===== config.mk =====
export PLATFORM = sky130hd
export DESIGN_NAME = locked_register_bank
export DESIGN_NICKNAME = d
export VERILOG_FILES = /design/src/rtl/locked_register_bank.sv
export SDC_FILE = /design/constraint.sdc
export NUM_CORES = 1
export LEC_CHECK = 0
export ABC_AREA = 1
export CAP_MARGIN = 30
export CORE_MARGIN = 2
export CORE_UTILIZATION = 50
export DETAILED_ROUTE_END_ITERATION = 7
export PLACE_DENSITY = 0.75
export SYNTH_ARGS = -nofsm -noshare
export SYNTH_HDL_FRONTEND = slang
export SYNTH_SLANG_ARGS = --single-unit

===== constraint.sdc =====
create_clock -name Clk -period 3.35 [get_ports Clk]
set_input_delay 0.8375 -clock Clk [delete_from_list [all_inputs] [get_ports Clk]]
set_output_delay 0.8375 -clock Clk [all_outputs]
set_load 0.005 [all_outputs]

===== src/rtl/locked_register_bank.sv =====
// Bank of NUM_REGS sticky-lockable registers with a key-authenticated debug-override session.
// Latency: writes land at the next clock edge; rd_data and write_err are registered (1 cycle).
// Backpressure: none; rejected writes are dropped and flagged by a one-cycle write_err pulse.
module locked_register_bank #(
    parameter int                NUM_REGS       = 4,
    parameter int                DATA_W         = 16,
    parameter int                ADDR_W         = 2,
    parameter logic [DATA_W-1:0] KEY0           = 16'hA5C3,
    parameter logic [DATA_W-1:0] KEY1           = 16'h3C5A,
    parameter int                LOCKOUT_CYCLES = 64
) (
    input  logic                Clk,
    input  logic                reset,
    input  logic                write,
    input  logic [ADDR_W-1:0]   addr,
    input  logic [DATA_W-1:0]   Data_in,
    input  logic                lock,
    input  logic                lock_all,
    input  logic                trusted,
    input  logic                debug_mode,
    input  logic                key_valid,
    input  logic [ADDR_W-1:0]   rd_addr,
    output logic [DATA_W-1:0]   rd_data,
    output logic [NUM_REGS-1:0] lock_status,
    output logic                dbg_unlocked,
    output logic                write_err
);

    localparam int CNT_W = $clog2(LOCKOUT_CYCLES + 1);
    localparam logic [CNT_W-1:0] CNT_LOAD = CNT_W'(LOCKOUT_CYCLES - 1);

    typedef enum logic [1:0] {
        ST_IDLE,
        ST_KEY1_WAIT,
        ST_UNLOCKED,
        ST_LOCKOUT
    } dbg_state_t;

    dbg_state_t        state, state_nxt;
    logic [CNT_W-1:0]  lockout_cnt, lockout_cnt_nxt;

    logic [DATA_W-1:0] regs [NUM_REGS];

    logic [NUM_REGS-1:0] addr_hit;
    logic [NUM_REGS-1:0] rd_hit;
    logic                addr_ok;
    logic                tgt_locked;
    logic                dbg_priv;
    logic                wr_accept;
    logic                wr_reject;
    logic                qualified;
    logic [DATA_W-1:0]   rd_data_nxt;

    // Decode write/read addresses into one-hot hit vectors; out-of-range addresses hit nothing.
    always_comb begin
        addr_hit    = '0;
        rd_hit      = '0;
        rd_data_nxt = '0;
        for (int i = 0; i < NUM_REGS; i++) begin
            addr_hit[i] = (addr == ADDR_W'(i));
            rd_hit[i]   = (rd_addr == ADDR_W'(i));
            if (rd_hit[i]) begin
                rd_data_nxt = regs[i];
            end
        end
    end

    assign addr_ok   = |addr_hit;
    assign qualified = trusted & debug_mode;
    // A lock arriving in the same cycle as the write already counts against it.
    assign tgt_locked = lock | lock_all | (|(addr_hit & lock_status));
    assign dbg_priv   = qualified & dbg_unlocked;
    // Key cycles never write; out-of-range addresses never write.
    assign wr_accept  = write & ~key_valid & addr_ok & (~tgt_locked | dbg_priv);
    assign wr_reject  = write & ~wr_accept;

    // Debug-session next state: two-word key, any bad word sends us to a fixed-length lockout.
    always_comb begin
        state_nxt       = state;
        lockout_cnt_nxt = lockout_cnt;
        case (state)
            ST_IDLE: begin
                if (key_valid && qualified) begin
                    if (Data_in == KEY0) begin
                        state_nxt = ST_KEY1_WAIT;
                    end else begin
                        state_nxt       = ST_LOCKOUT;
                        lockout_cnt_nxt = CNT_LOAD;
                    end
                end
            end
            ST_KEY1_WAIT: begin
                if (!qualified) begin
                    state_nxt = ST_IDLE;
                end else if (key_valid) begin
                    if (Data_in == KEY1) begin
                        state_nxt = ST_UNLOCKED;
                    end else begin
                        state_nxt       = ST_LOCKOUT;
                        lockout_cnt_nxt = CNT_LOAD;
                    end
                end
            end
            ST_UNLOCKED: begin
                if (!qualified) begin
                    state_nxt = ST_IDLE;
                end
            end
            ST_LOCKOUT: begin
                // Runs to completion regardless of qualifiers or further key attempts.
                if (lockout_cnt == '0) begin
                    state_nxt = ST_IDLE;
                end else begin
                    lockout_cnt_nxt = lockout_cnt - 1'b1;
                end
            end
            default: begin
                state_nxt = ST_IDLE;
            end
        endcase
    end

    // Debug-session state register; dbg_unlocked is a flop mirroring the UNLOCKED state.
    always_ff @(posedge Clk or posedge reset) begin
        if (reset) begin
            state        <= ST_IDLE;
            lockout_cnt  <= '0;
            dbg_unlocked <= 1'b0;
        end else begin
            state        <= state_nxt;
            lockout_cnt  <= lockout_cnt_nxt;
            dbg_unlocked <= (state_nxt == ST_UNLOCKED);
        end
    end

    // Register storage and sticky lock bits; locks only ever set, reset is the sole clear.
    always_ff @(posedge Clk or posedge reset) begin
        if (reset) begin
            for (int i = 0; i < NUM_REGS; i++) begin
                regs[i] <= '0;
            end
            lock_status <= '0;
        end else begin
            for (int i = 0; i < NUM_REGS; i++) begin
                if (wr_accept && addr_hit[i]) begin
                    regs[i] <= Data_in;
                end
                if (lock_all || (lock && addr_hit[i])) begin
                    lock_status[i] <= 1'b1;
                end
            end
        end
    end

    // Registered read port and rejected-write pulse.
    always_ff @(posedge Clk or posedge reset) begin
        if (reset) begin
            rd_data   <= '0;
            write_err <= 1'b0;
        end else begin
            rd_data   <= rd_data_nxt;
            write_err <= wr_reject;
        end
    end

endmodule


==> results_dict.tcl, run 1 <==
set metrics [dict create \
    grt_pass1_wl_um 18700 \
    fin_worst_skew_ps 4.37 \
    synth_xor_area_share_pct 0.199 \
    met1_usage_pct 33.7 \
    cts_buffer_depth 2 \
    fin_util_pct 61.4 \
    layout.cells.non_filler 696 \
    ys_top_cells_by_area "dfrtp_1, nand2_1, nand4_1" \
    area_growth_syn_to_layout_pct 20.6 \
    pin_count 50 \
    cts_tree "done" \
    combPwrFrac_pct 17.7 \
    worstPathArrival_ps 2800 \
    drt_iter0_drc 322 \
    critPathLaunchType "primary input" \
    synth_area_um2 4390 \
    r2r_setup_slack_ps 1600 \
    top_usage_layer "met2" \
    rr_endpoint "lockout_cnt[6]" \
    cts.sinks 95 \
    post_cts.resized_instances 0 \
    post_cts_buffers 0 \
    drive_gt1_share_pct 7.14 \
    yosysUniqueCellTypes 24 \
    dieArea_um2 9550 \
    switching_share_pct 28.1 \
    gp_congestion 0.848 \
    yosys.area_share.simple_pct 35.3 \
    final_nets 612 \
    outcome "finished clean" \
    rsz0062_at_grt "no" \
    clkLatencyLatePin_ps 360 \
    ys.flop_type "dfrtp_1" \
    htree_num_levels 3 \
    met3_usage_pct 5.15 \
    synth_edf_count 0 \
    syn_avg_cell_area_um2 8.27 \
    routed_wl_um 11100 \
    port_buffers 49 \
    core-area_um2 8640 \
    finalCriticalPeriod_ps 2500 \
    hold_depth 2 \
    synth.largest_area_cell "dfrtp_1" \
    cts_made_buffers 9 \
    power.switching_mw 0.807 \
    tightest_slew_ps 742 \
    ys_seq_area_share_pct 54.1 \
    wl_per_cell_um 15.9 \
    crit_type "primary input to flop" \
    grt-ovfl-total 0 \
    first_pass_iters 5 \
    start_util_pct 50.9 \
    synth_cells 531 \
    end_kind "flop" \
    place_hpwl_um 7040 \
    startpoint "Data_in[13]" \
    hold_end "regs[25]" \
    fin_crit_sh_pct 74.5 \
    holdBufCountCts 0 \
    drc 0 \
    clk_pin_slew_ps 90 \
    slew_viol_final 0 \
    yosysWarnings 0 \
    grt_pass1_vias 3831 \
    synthAdderAreaFrac_pct 0.285 \
    tns_ps 0 \
    ir_drop_v 0.000321 \
    worstPathMaxFanout 8 \
    avgViaCountPerCell 5.67 \
    synth_top_family_by_area "simple AND/OR/NAND/NOR gates" \
    synth-compound-area-share_pct 4.47 \
    seqPwrFrac_pct 49.8 \
    finalPower_mw 2.88 \
    clkPwrFrac_pct 32.5 \
    dieWidth_um 97.7 \
    power.density_nw_per_um2 543 \
    rows 34 \
    die_h_um 97.7 \
    worstPathRequired_ps 3660 \
    grt_max_degree 44 \
    hold_viol 0 \
    max_cap_viol_count 0 \
    setup_viol 0 \
    async_flop_share_pct 100 \
    yosys.area.top_type_share_pct 54.1 \
    vias 3948 \
    relSlewSlack_pct 50.5 \
    dp.cells 680 \
    ff2ff_path_depth 11 \
    reg2reg_from "lockout_cnt[0]" \
    synth.area.mux_share_pct 0 \
    whs_ps 477 \
    cts-root-buf "clkbuf_8" \
    syn_nets 560 \
    holdCritStartpoint "regs[25]" \
    fmaxAchievable_ghz 0.401 \
    insertedDiodeCount 0 \
    ys_ff_latch 95 \
    p_leak_nw 2.67 \
    grt_util_all_layers_pct 24.1 \
    p_int_mw 2.07 \
    antenna_found_initial 0 \
    fillers 757 \
    gr-usage-met2_pct 37.8 \
    hold_path.class "flop to flop" \
    drtAntennaViolNets 0 \
]
-- worst max path at each step --
stage	to	slack, ps
6_report	lockout_cnt[2]	850
5_1_grt	lockout_cnt[2]	570
4_1_cts	lockout_cnt[2]	830
3_5_place_dp	lockout_cnt[2]	530
3_3_place_gp	lockout_cnt[1]	640
2_1_floorplan	dbg_unlocked	40
-- stage by stage --
| step | setup slack (ps) | cell area [um2] |
|---|---|---|
| 6_report | 854 | 5300 |
| 5_1_grt | 573 | 5300 |
| 4_1_cts | 825 | 5300 |
| 3_5_place_dp | 527 | 5050 |
| 3_3_place_gp | 638 | 5050 |
| 2_1_floorplan | 35.5 | 4390 |
-- logic make-up after synthesis --
family,Yosys count
AO/OA/AOI/OAI,28
XOR/XNOR,1
adder cells (fa/ha/maj),1
buffers and inverters,55
flip-flops,95
AND/OR/NAND/NOR,351
-- cell usage after synthesis (all sizes together) (2+ instances only) --
library cell  count
nor3              2
inv              27
dfrtp            95
a21oi            10
or2               2
nand4            73
clkbuf           12
nor2             35
nand3            30
buf              15
nand2           209
a211o             4
a221oi            9
o21ai             3
-- worst max-delay path: stages --
cell	delay, ps
clkdlybuf4s50_1	570
inv_1	60
nor2_1	160
nand2_1	90
nor2_1	270
nand3_1	320
nand4_1	330
nand2_1	90
nand2_1	70
-- placed cells by master, fill, tap and decap left out --
| cell | synthesis | layout |
|---|---|---|
| a211o_1 | 4 | 4 |
| a21oi_1 | 10 | 10 |
| a221oi_1 | 9 | 9 |
| a31oi_1 | 1 | 1 |
| buf_12 | 0 | 1 |
| buf_4 | 1 | 18 |
| bufinv_16 | 0 | 3 |
| clkbuf_8 | 0 | 10 |
| clkdlybuf4s50_1 | 0 | 49 |
| clkinv_1 | 1 | 1 |
| clkinv_2 | 0 | 1 |
| clkinvlp_4 | 0 | 1 |
| dfrtp_1 | 95 | 95 |
| ha_1 | 1 | 1 |
| inv_1 | 27 | 26 |
| inv_6 | 0 | 2 |
| nand2_1 | 209 | 209 |
| nand3_1 | 30 | 30 |
| nand4_1 | 73 | 73 |
| nor2_1 | 33 | 32 |
| nor2_2 | 2 | 2 |
| nor2_4 | 0 | 1 |
| nor3_1 | 2 | 2 |
| o21ai_0 | 2 | 2 |
| o21ai_4 | 0 | 1 |
| o31ai_1 | 1 | 1 |
| or2_2 | 2 | 2 |
| xor2_1 | 1 | 1 |
-- sequential cells by signal (all words and copies together) (netlist names) --
name / cells
lock_status: 4
lockout_cnt: 7
rd_data: 16
regs: 64
state: 2
dbg_unlocked: 1
write_err: 1
-- metal layers --
layer | share of wire (%) | routed length, um | vias to the layer above
met5 | 0 | 0 | -
met4 | 2.0 | 223 | 0
met3 | 6.8 | 750 | 24
met2 | 47 | 5230 | 159
met1 | 44 | 4850 | 1874
li1 | - | - | 1891
-- power groups by stage --
stage / registers (mW) / clock network, mW / logic (mW)
finish: 1.43 / 0.934 / 0.510
global route: 1.45 / 0.994 / 0.580
CTS: 1.43 / 0.943 / 0.513
detailed placement: 1.45 / 0 / 0.511
global placement: 1.44 / 0 / 0.493
floorplan: 1.43 / 0 / 0.305
-- final cells by class --
type | count | area, um2 | share of cell area [%]
clock inverter | 6 | 115 | 2.17
inverter | 28 | 106 | 2.01
clock buffer | 10 | 138 | 2.60
sequential | 95 | 2380 | 44.9
tap | 108 | 135 | 2.55
timing repair buffer | 68 | 646 | 12.2
multi-input combinational | 381 | 1780 | 33.6
No activity file was read; power rests on OpenSTA's default activity.
==> inputs of run 2 (changes only) <==
==> constraint.sdc (replaced) <==
create_clock -name Clk -period 2.17 [get_ports Clk]
set_input_delay 0.5425 -clock Clk [delete_from_list [all_inputs] [get_ports Clk]]
set_output_delay 0.5425 -clock Clk [all_outputs]
set_load 0.005 [all_outputs]
==> results_dict.tcl, run 2 (same netlist as run 1, synthesis figures left out) <==
set metrics [dict create \
    relSlewSlack_pct 57.6 \
    outcome "finished clean" \
    final_cell_mix "nand2_1, dfrtp_1, nand4_1" \
    grt_pass1_vias 3867 \
    crit_chain "clkdlybuf4s50_1 -> nor2_1 -> nand2_1 -> nand3_1 -> o21ai_4 -> buf_4 -> nand4_1 -> nand2_1" \
    max_cap_viol_count 0 \
    grt-ovfl-total 0 \
    design_area_um2 5530 \
    area_growth_syn_to_layout_pct 25.9 \
    fmaxAchievable_ghz 0.543 \
    holdCritStartpoint "regs[0]" \
    crit_type "primary input to flop" \
    wl_per_cell_um 15.8 \
    worstPathRequired_ps 2470 \
    layout_commonest_cell "nand2_1" \
    r2r_setup_slack_ps 500 \
    port_buffers 49 \
    finalCriticalPeriod_ps 1840 \
    critPathTopFamily "buffers and inverters" \
    path_common_cell "nand2_1" \
    worst-path-buf-inv 2 \
    core-area_um2 8640 \
    cts-root-buf "clkbuf_8" \
    pin_count 50 \
    reg2reg_from "lockout_cnt[0]" \
    drtAntennaViolNets 0 \
    ff2ff_path_depth 10 \
    largest_reg_flops 64 \
    grt_pass1_wl_um 19100 \
    gp_congestion 0.859 \
    insertedDiodeCount 0 \
    die_h_um 97.7 \
    worstPathArrival_ps 2150 \
    power.density_nw_per_um2 777 \
    post_cts.resized_instances 0 \
    largestRegisters "regs: 64 flops, rd_data: 16 flops, lockout_cnt: 7 flops" \
    slowest_delay_ps 540 \
    whs_ps 479 \
    grt_util_all_layers_pct 25.2 \
    antenna_found_initial 0 \
    clk_pin_slew_ps 90 \
    tightest_slew_ps 635 \
    place_hpwl_um 7420 \
    rows 34 \
    finalPower_mw 4.30 \
    cpMaxStageDelayCell "clkdlybuf4s50_1" \
    cts_buffer_depth 2 \
    grt_max_degree 41 \
    critPathLaunchType "primary input" \
    place_area_um2 5320 \
    rr_endpoint "lockout_cnt[1]" \
    cts_made_buffers 9 \
    first_pass_iters 4 \
    fin_crit_sh_pct 84.9 \
    holdBufCountCts 0 \
    cts.sinks 95 \
    routed_wl_um 11400 \
    dieWidth_um 97.7 \
    cp_num_cells 8 \
    p_leak_nw 2.80 \
    startpoint "addr[1]" \
    end_kind "flop" \
    slew_viol_final 0 \
    rsz0062_at_grt "no" \
    final_nets 639 \
    tns_ps 0 \
    start_util_pct 50.9 \
    pre_cts_ws_ps -38.6 \
    drc 0 \
    avgViaCountPerCell 5.75 \
    ir_drop_v 0.000464 \
    drive_gt1_share_pct 11.2 \
    top_register "regs" \
    clkLatencyLatePin_ps 360 \
    post_cts_buffers 0 \
    fin_worst_skew_ps 8.82 \
    hold_viol 0 \
    cp-endpoint "regs[32]" \
    htree_num_levels 3 \
    fin_ws_ps 328 \
    setup_viol 0 \
    dieArea_um2 9550 \
    cts_tree "done" \
    vias 4155 \
    hold_path.class "flop to flop" \
    worstPathMaxFanout 24 \
    drt_iter0_drc 403 \
]
## run 2: changes by cell type in the layout (fill, tap and decap cells not counted), sizes merged
cell	delta
bufinv	-2
clkinvlp	+3
buf	+27
inv	-2
clkinv	-1
clkbuf	+2
## run 2: layout make-up
class / instances / area, um2
clock inverters: 4 / 52.6
inverters: 28 / 109
multi-input cells: 381 / 1780
flip-flops and latches: 95 / 2380
clock buffers: 12 / 165
fillers: 728 / 3100
well taps: 108 / 135
repair buffers: 95 / 911
## run 2: per-stage QoR
stage / util [%] / std cells
6_report: 64.1 / 723
5_1_grt: 64.1 / 723
4_1_cts: 64.1 / 723
3_5_place_dp: 61.5 / 707
3_3_place_gp: 61.5 / 707
2_1_floorplan: - / 531
## run 2: worst min-delay path by stage
stage,slack (ps),depth (start not counted),end
6_report,480,2,regs[0]
5_1_grt,490,2,regs[56]
4_1_cts,480,2,regs[33]
3_5_place_dp,460,2,regs[20]
3_3_place_gp,450,2,regs[45]
2_1_floorplan,440,2,regs[33]
## run 2: report_power, final
part	switching (mW)	internal [mW]	leakage (nW)
Combinational	0.460	0.378	1.47
Clock	0.624	0.627	0.101
Sequential	0.161	2.05	1.24
## run 2: per-layer routing
layer	share of wire, %	track usage [%]
met5	0	0
met4	2.1	8.65
met3	7.7	4.72
met2	47	39.1
met1	43	35.9
## run 2: worst register-to-register path, stage by stage, from the launching register on
cell     delay [ps]
dfrtp_1         390
inv_1            60
ha_1            220
nand2_1          90
nor2_1           60
nand2_1          90
nand2_1          50
nand2_1          80
nand4_1         290
nand2_1         160
nand2_1          60
==> edit 1 (settings of run 2) <==
Register the input `key_valid` before use, without a reset. The logic sees it one clock later. The other inputs are not delayed to match.
--- a/src/rtl/locked_register_bank.sv
+++ b/src/rtl/locked_register_bank.sv
@@ -38,2 +38,8 @@
 
+    logic key_valid_q;
+
+    always_ff @(posedge Clk) begin
+        key_valid_q <= key_valid;
+    end
+
     dbg_state_t        state, state_nxt;
@@ -73,3 +79,3 @@
     // Key cycles never write; out-of-range addresses never write.
-    assign wr_accept  = write & ~key_valid & addr_ok & (~tgt_locked | dbg_priv);
+    assign wr_accept  = write & ~key_valid_q & addr_ok & (~tgt_locked | dbg_priv);
     assign wr_reject  = write & ~wr_accept;
@@ -82,3 +88,3 @@
             ST_IDLE: begin
-                if (key_valid && qualified) begin
+                if (key_valid_q && qualified) begin
                     if (Data_in == KEY0) begin
@@ -94,3 +100,3 @@
                     state_nxt = ST_IDLE;
-                end else if (key_valid) begin
+                end else if (key_valid_q) begin
                     if (Data_in == KEY1) begin
Check against the original RTL: not equivalent (Yosys sat finds a counterexample within 4 cycles, from zero or initial values and one cycle with reset high).
==> edit 1 against run 2 <==
Sequential power increased by 13%. Critical path depth decreased by 7. Cell area increased by 3.3%. Fmax increased by 1.7%. Via count increased by 1.8%. Power increased by 24%. Setup slack improved by 0.031 ns. Area after synthesis increased by 4.1%. Worst hold slack improved by 0.0015 ns. Routed wire length increased by 4.9%. Clock power about the same. Sequential cell count increased by 1. Count of clock-buffer cells in the layout decreased by 3. Register-to-register slack got worse by 0.04 ns. Critical path type is now flip-flop to output port. Highest routed layer unchanged.
==> edit 1: results (changes against run 2) <==
[run_status] result of the run completed
[logic_synthesis] area share of fa/ha/maj cells after synthesis 0.01916 [+0.01631]
[global_route] met1 global-route usage 0.3463 [-0.01309]
[drt] Avg Vias per Cell 5.698 [-0.85%]
[drt] detailed-routing iteration count for the pre-antenna-repair pass 6 [+2]
[drt] Detail Route met3 WL 700 um [-20%]
[worst_setup_path] startpoint of the worst setup timing path lock_status[0]$_DFFE_PP0P_
[logic_synthesis] synthesized-area fraction occupied by xor and xnor cells 0.001916 [-0.00007803]
[drt] wire length the detailed router placed on met1 5221 um [+6.0%]
[worst_setup_path] biggest cell delay along the critical path 0.51 ns [-0.03 ns]
[power] sequential group share of total power 0.469 [-0.045]
[hold_path] worst hold path startpoint regs[12]$_DFFE_PP0P_
[logic_synthesis] compound-cell area share of the yosys netlist 0.04269 [-0.002024]
[worst_setup_path] worst reg2reg endpoint lockout_cnt[3]$_DFFE_PP0P_
[drt] iteration-0 DRC count of the detailed router 333 [-17%]
[logic_synthesis] Async S/R FF share, synth 0.9896 [-0.01042]
[drt] Detailed Route WL 11990 um [+4.9%]
[power] Static Leak 2.875 nW [+2.5%]
[timing] final critical-path share of the clock period 0.8346 [-0.01425]
[logic_synthesis] top cell types by occurrence after synthesis sky130_fd_sc_hd__nand2_1 (213), sky130_fd_sc_hd__dfrtp_1 (95), sky130_fd_sc_hd__nand4_1 (72)
[drt] routed length per placed instance 16.15 um [+2.2%]
[logic_synthesis] synth unique cells 29 [+21%]
[final_layout] number of nets in the finished design 664 [+3.9%]
[global_route] met2 usage in global routing 0.4163 [+0.02534]
[global_route] total global-route track usage 0.2529 [+0.001320]
[power] maximum vdd ir drop 0.6456 mV [+39%]
[timing] worst rel slew slack 0.7077 [+0.1315]
[placement] number of cells in the design after placement 726 [+2.7%]
[worst_setup_path] RR Startpoint state[1]$_DFF_PP0_
[logic_synthesis] Post-Syn Nets 587 [+4.8%]
[hold_path] Hold Crit Endpoint regs[12]$_DFFE_PP0P_
[global_route] met3 layer usage reported by global route 0.04427 [-0.002971]
[power] sw frac 0.3420 [+0.05242]
[worst_setup_path] maximum fanout encountered on the critical timing path 3 [-88%]
-- edit 1: cell types whose count changed in the layout (fill, tap and decap cells not counted), sizes merged, moves of 2 or more --
cell and change:
nor2 +2, clkinvlp -2, nand2 +5, clkbuf -3, ha +6, o211ai +2, a21oi +3, inv +11
-- edit 1: area by class of cell --
cell class | instances | area, um^2
inverters | 34 | 131.4
well taps | 108 | 135.1
fillers | 723 | 3090
flip-flops and latches | 96 | 2397
clock buffers | 9 | 123.9
clock inverters | 7 | 83.83
repair buffers | 94 | 928.4
multi-input cells | 394 | 1916
-- edit 1: how the worst max path moves through the flow --
stage,endpoint,slack [ns],depth (start not counted)
after floorplan,dbg_unlocked$_DFF_PP0_,0.51,1
after global placement,regs[33]$_DFFE_PP0P_,0.04,11
after detailed placement,regs[38]$_DFFE_PP0P_,0.003,11
after CTS,lock_status[1],0.35,1
after global routing,lockout_cnt[3]$_DFFE_PP0P_,0.20,12
final,lock_status[0],0.36,1
==> edit 2 (settings of run 2) <==
Without the edit above. `NUM_REGS`: 4 -> 2.
--- a/src/rtl/locked_register_bank.sv
+++ b/src/rtl/locked_register_bank.sv
@@ -4,3 +4,3 @@
 module locked_register_bank #(
-    parameter int                NUM_REGS       = 4,
+    parameter int                NUM_REGS       = 2,
     parameter int                DATA_W         = 16,
Ports: changed (resized lock_status); port bits go from 50 to 48. The function was not compared with the original's and may differ.
==> edit 2 against run 2 <==
Area after synthesis down 34%. Critical endpoint is now regs[10]$_DFFE_PP0P_. Clock power is 28% lower. Critical path type unchanged. Fmax decreased by 1.2%. Setup slack got worse by 0.023 ns. Power decreased by 43%. Cell area shrank 33%. Sequential share of layout area is 2.0 points lower. Via count decreased by 37%. Combinational power down 65%. Sequential power shrank 43%. Sequential cell count is 34 lower. Routed wire length fell by 42%. Count of clock-buffer cells in the layout is the same.
==> edit 2: results (changes against run 2) <==
[clocking] H-tree levels 3 [unchanged]
[power] sw frac 0.2558 [-0.03372]
[logic_synthesis] Post-Syn Nets 386 [-31%]
[placement] number of cells in the design after placement 477 [-33%]
[power] maximum vdd ir drop 0.3696 mV [-20%]
[global_route] global-route wire length before repair 11160 um [-42%]
[timing] Fin Clk Skew 0.003098 ns [-0.005725 ns]
[final_layout] biggest regs regs x32, rd_data x16, lockout_cnt x7
[global_route] vias in the first global route 2481 [-36%]
[hold_path] Hold Crit Endpoint regs[28]$_DFFE_PP0P_
[final_layout] share of cells above drive strength 1 0.09501 [-0.01718]
[timing] slew at the pin closest to its max-slew limit 0.5189 ns [-0.1162 ns]
[logic_synthesis] sequential-to-total area share from yosys stat 0.5300 [-0.01118]
[drt] vias post-DR 2607 [-37%]
[drt] Detailed Route WL 6658 um [-42%]
[global_route] total global-route track usage 0.2273 [-0.02430]
[run_status] result of the run completed
[logic_synthesis] top cell types by occurrence after synthesis sky130_fd_sc_hd__nand2_1 (112), sky130_fd_sc_hd__dfrtp_1 (61), sky130_fd_sc_hd__inv_1 (45)
[final_layout] number of nets in the finished design 445 [-30%]
[placement] last weighted congestion value of the routability-driven placer 0.8885 [+3.4%]
[worst_setup_path] cell count of the worst reg-to-reg path 10 [unchanged]
[logic_synthesis] top_reg_cell synth sky130_fd_sc_hd__dfrtp_1
[global_route] maximum number of pins on one net before global-route repair 36 [-12%]
[logic_synthesis] Post-Syn Instances 357 [-33%]
[placement] count of port buffers added during placement 47 [-4.1%]
[placement] sum of net half-perimeters after detailed placement 4730 um [-36%]
[power] Static Leak 1.854 nW [-34%]
[timing] worst hold slack 0.4728 ns [-0.005693 ns]
[logic_synthesis] cell types occupying the most area after synthesis sky130_fd_sc_hd__dfrtp_1 (53%), sky130_fd_sc_hd__nand2_1 (15%), sky130_fd_sc_hd__nand4_1 (7.4%)
[worst_setup_path] maximum fanout encountered on the critical timing path 35 [+46%]
[worst_setup_path] Top Family by Delay on Critical Path buffers and inverters
[final_layout] number of fillers in the final layout 467 [-36%]
[final_layout] flip-flop count of the largest register, all copies and words added 32 [-50%]
[drt] iteration-0 DRC count of the detailed router 188 [-53%]
[logic_synthesis] share of Yosys cell area claimed by the top area cell type 0.5300 [-0.01118]
[worst_setup_path] slack of the worst reg-to-reg path 0.57 ns [+0.07 ns]
[drt] Avg Vias per Cell 5.288 [-8.0%]
[clocking] clock transition at the registers of the reported paths 0.07 ns [-0.02 ns]
[hold_path] worst hold path startpoint regs[28]$_DFFE_PP0P_
[logic_synthesis] synth unique cells 21 [-13%]
[clocking] latest clock arrival within the worst-skew pair 0.33 ns [-0.03 ns]
[logic_synthesis] synthesis warning total 0 [unchanged]
==> edit 2: layer usage <==
layer,part of all wire,vias up,GRT usage
met3,0.060,18,0.04072
met5,0,-,0
met1,0.43,1211,0.2877
met4,0.027,0,0.1322
met2,0.48,102,0.3642
li1,-,1276,-
==> edit 2: cell families after synthesis <==
family                     count (synthesis)  share of synthesized area
and+or+nand+nor                          211                     0.3354
DFF                                       61                     0.5300
buffers and inverters                     60                    0.08210
AOI/OAI and AO/OA                         24                    0.04822
adders and majority gates                  1                   0.004343
==> edit 2: layout make-up <==
type	count	area share
Clock buffer	12	0.04162
Clock inverter	4	0.006042
Inverter	45	0.04532
Multi-Input combinational cell	236	0.3014
Sequential cell	61	0.4095
Tap cell	72	0.02417
Timing Repair Buffer	63	0.1719
==> edit 2: metrics by stage <==
| stage | power [W] | worst slack (ns) | utilization | TNS, ns | cell area (um^2) |
|---|---|---|---|---|---|
| 4_1_cts | 0.002460 | 0.3135 | 0.6728 | 0 | 3727 |
| 2_1_floorplan | 0.001397 | 0.1145 | - | 0 | 2880 |
| 3_5_place_dp | 0.001565 | -0.04442 | 0.6407 | -0.7236 | 3550 |
| 3_3_place_gp | 0.001552 | 0.01382 | 0.6407 | 0 | 3550 |
| 6_report | 0.002449 | 0.3048 | 0.6728 | 0 | 3727 |
| 5_1_grt | 0.002552 | 0.1773 | 0.6728 | 0 | 3727 |
==> edit 2: power groups by stage <==
stage / registers (W) / logic (W) / clock network [W]
floorplan: 0.00126 / 0.000135 / 0
global placement: 0.00127 / 0.000287 / 0
detailed placement: 0.00127 / 0.000298 / 0
CTS: 0.00125 / 0.000298 / 0.000915
global route: 0.00125 / 0.000333 / 0.000966
finish: 0.00125 / 0.000296 / 0.000906
==> edit 2: how the worst max path moves through the flow <==
stage / depth (start not counted) / to / slack, ns / from
floorplan: 1 / dbg_unlocked$_DFF_PP0_ / 0.11 / reset
global placement: 9 / regs[30]$_DFFE_PP0P_ / 0.01 / addr[1]
detailed placement: 9 / regs[17]$_DFFE_PP0P_ / -0.04 / addr[1]
CTS: 9 / regs[17]$_DFFE_PP0P_ / 0.31 / addr[1]
global route: 9 / regs[9]$_DFFE_PP0P_ / 0.18 / addr[1]
finish: 9 / regs[10]$_DFFE_PP0P_ / 0.30 / addr[1]
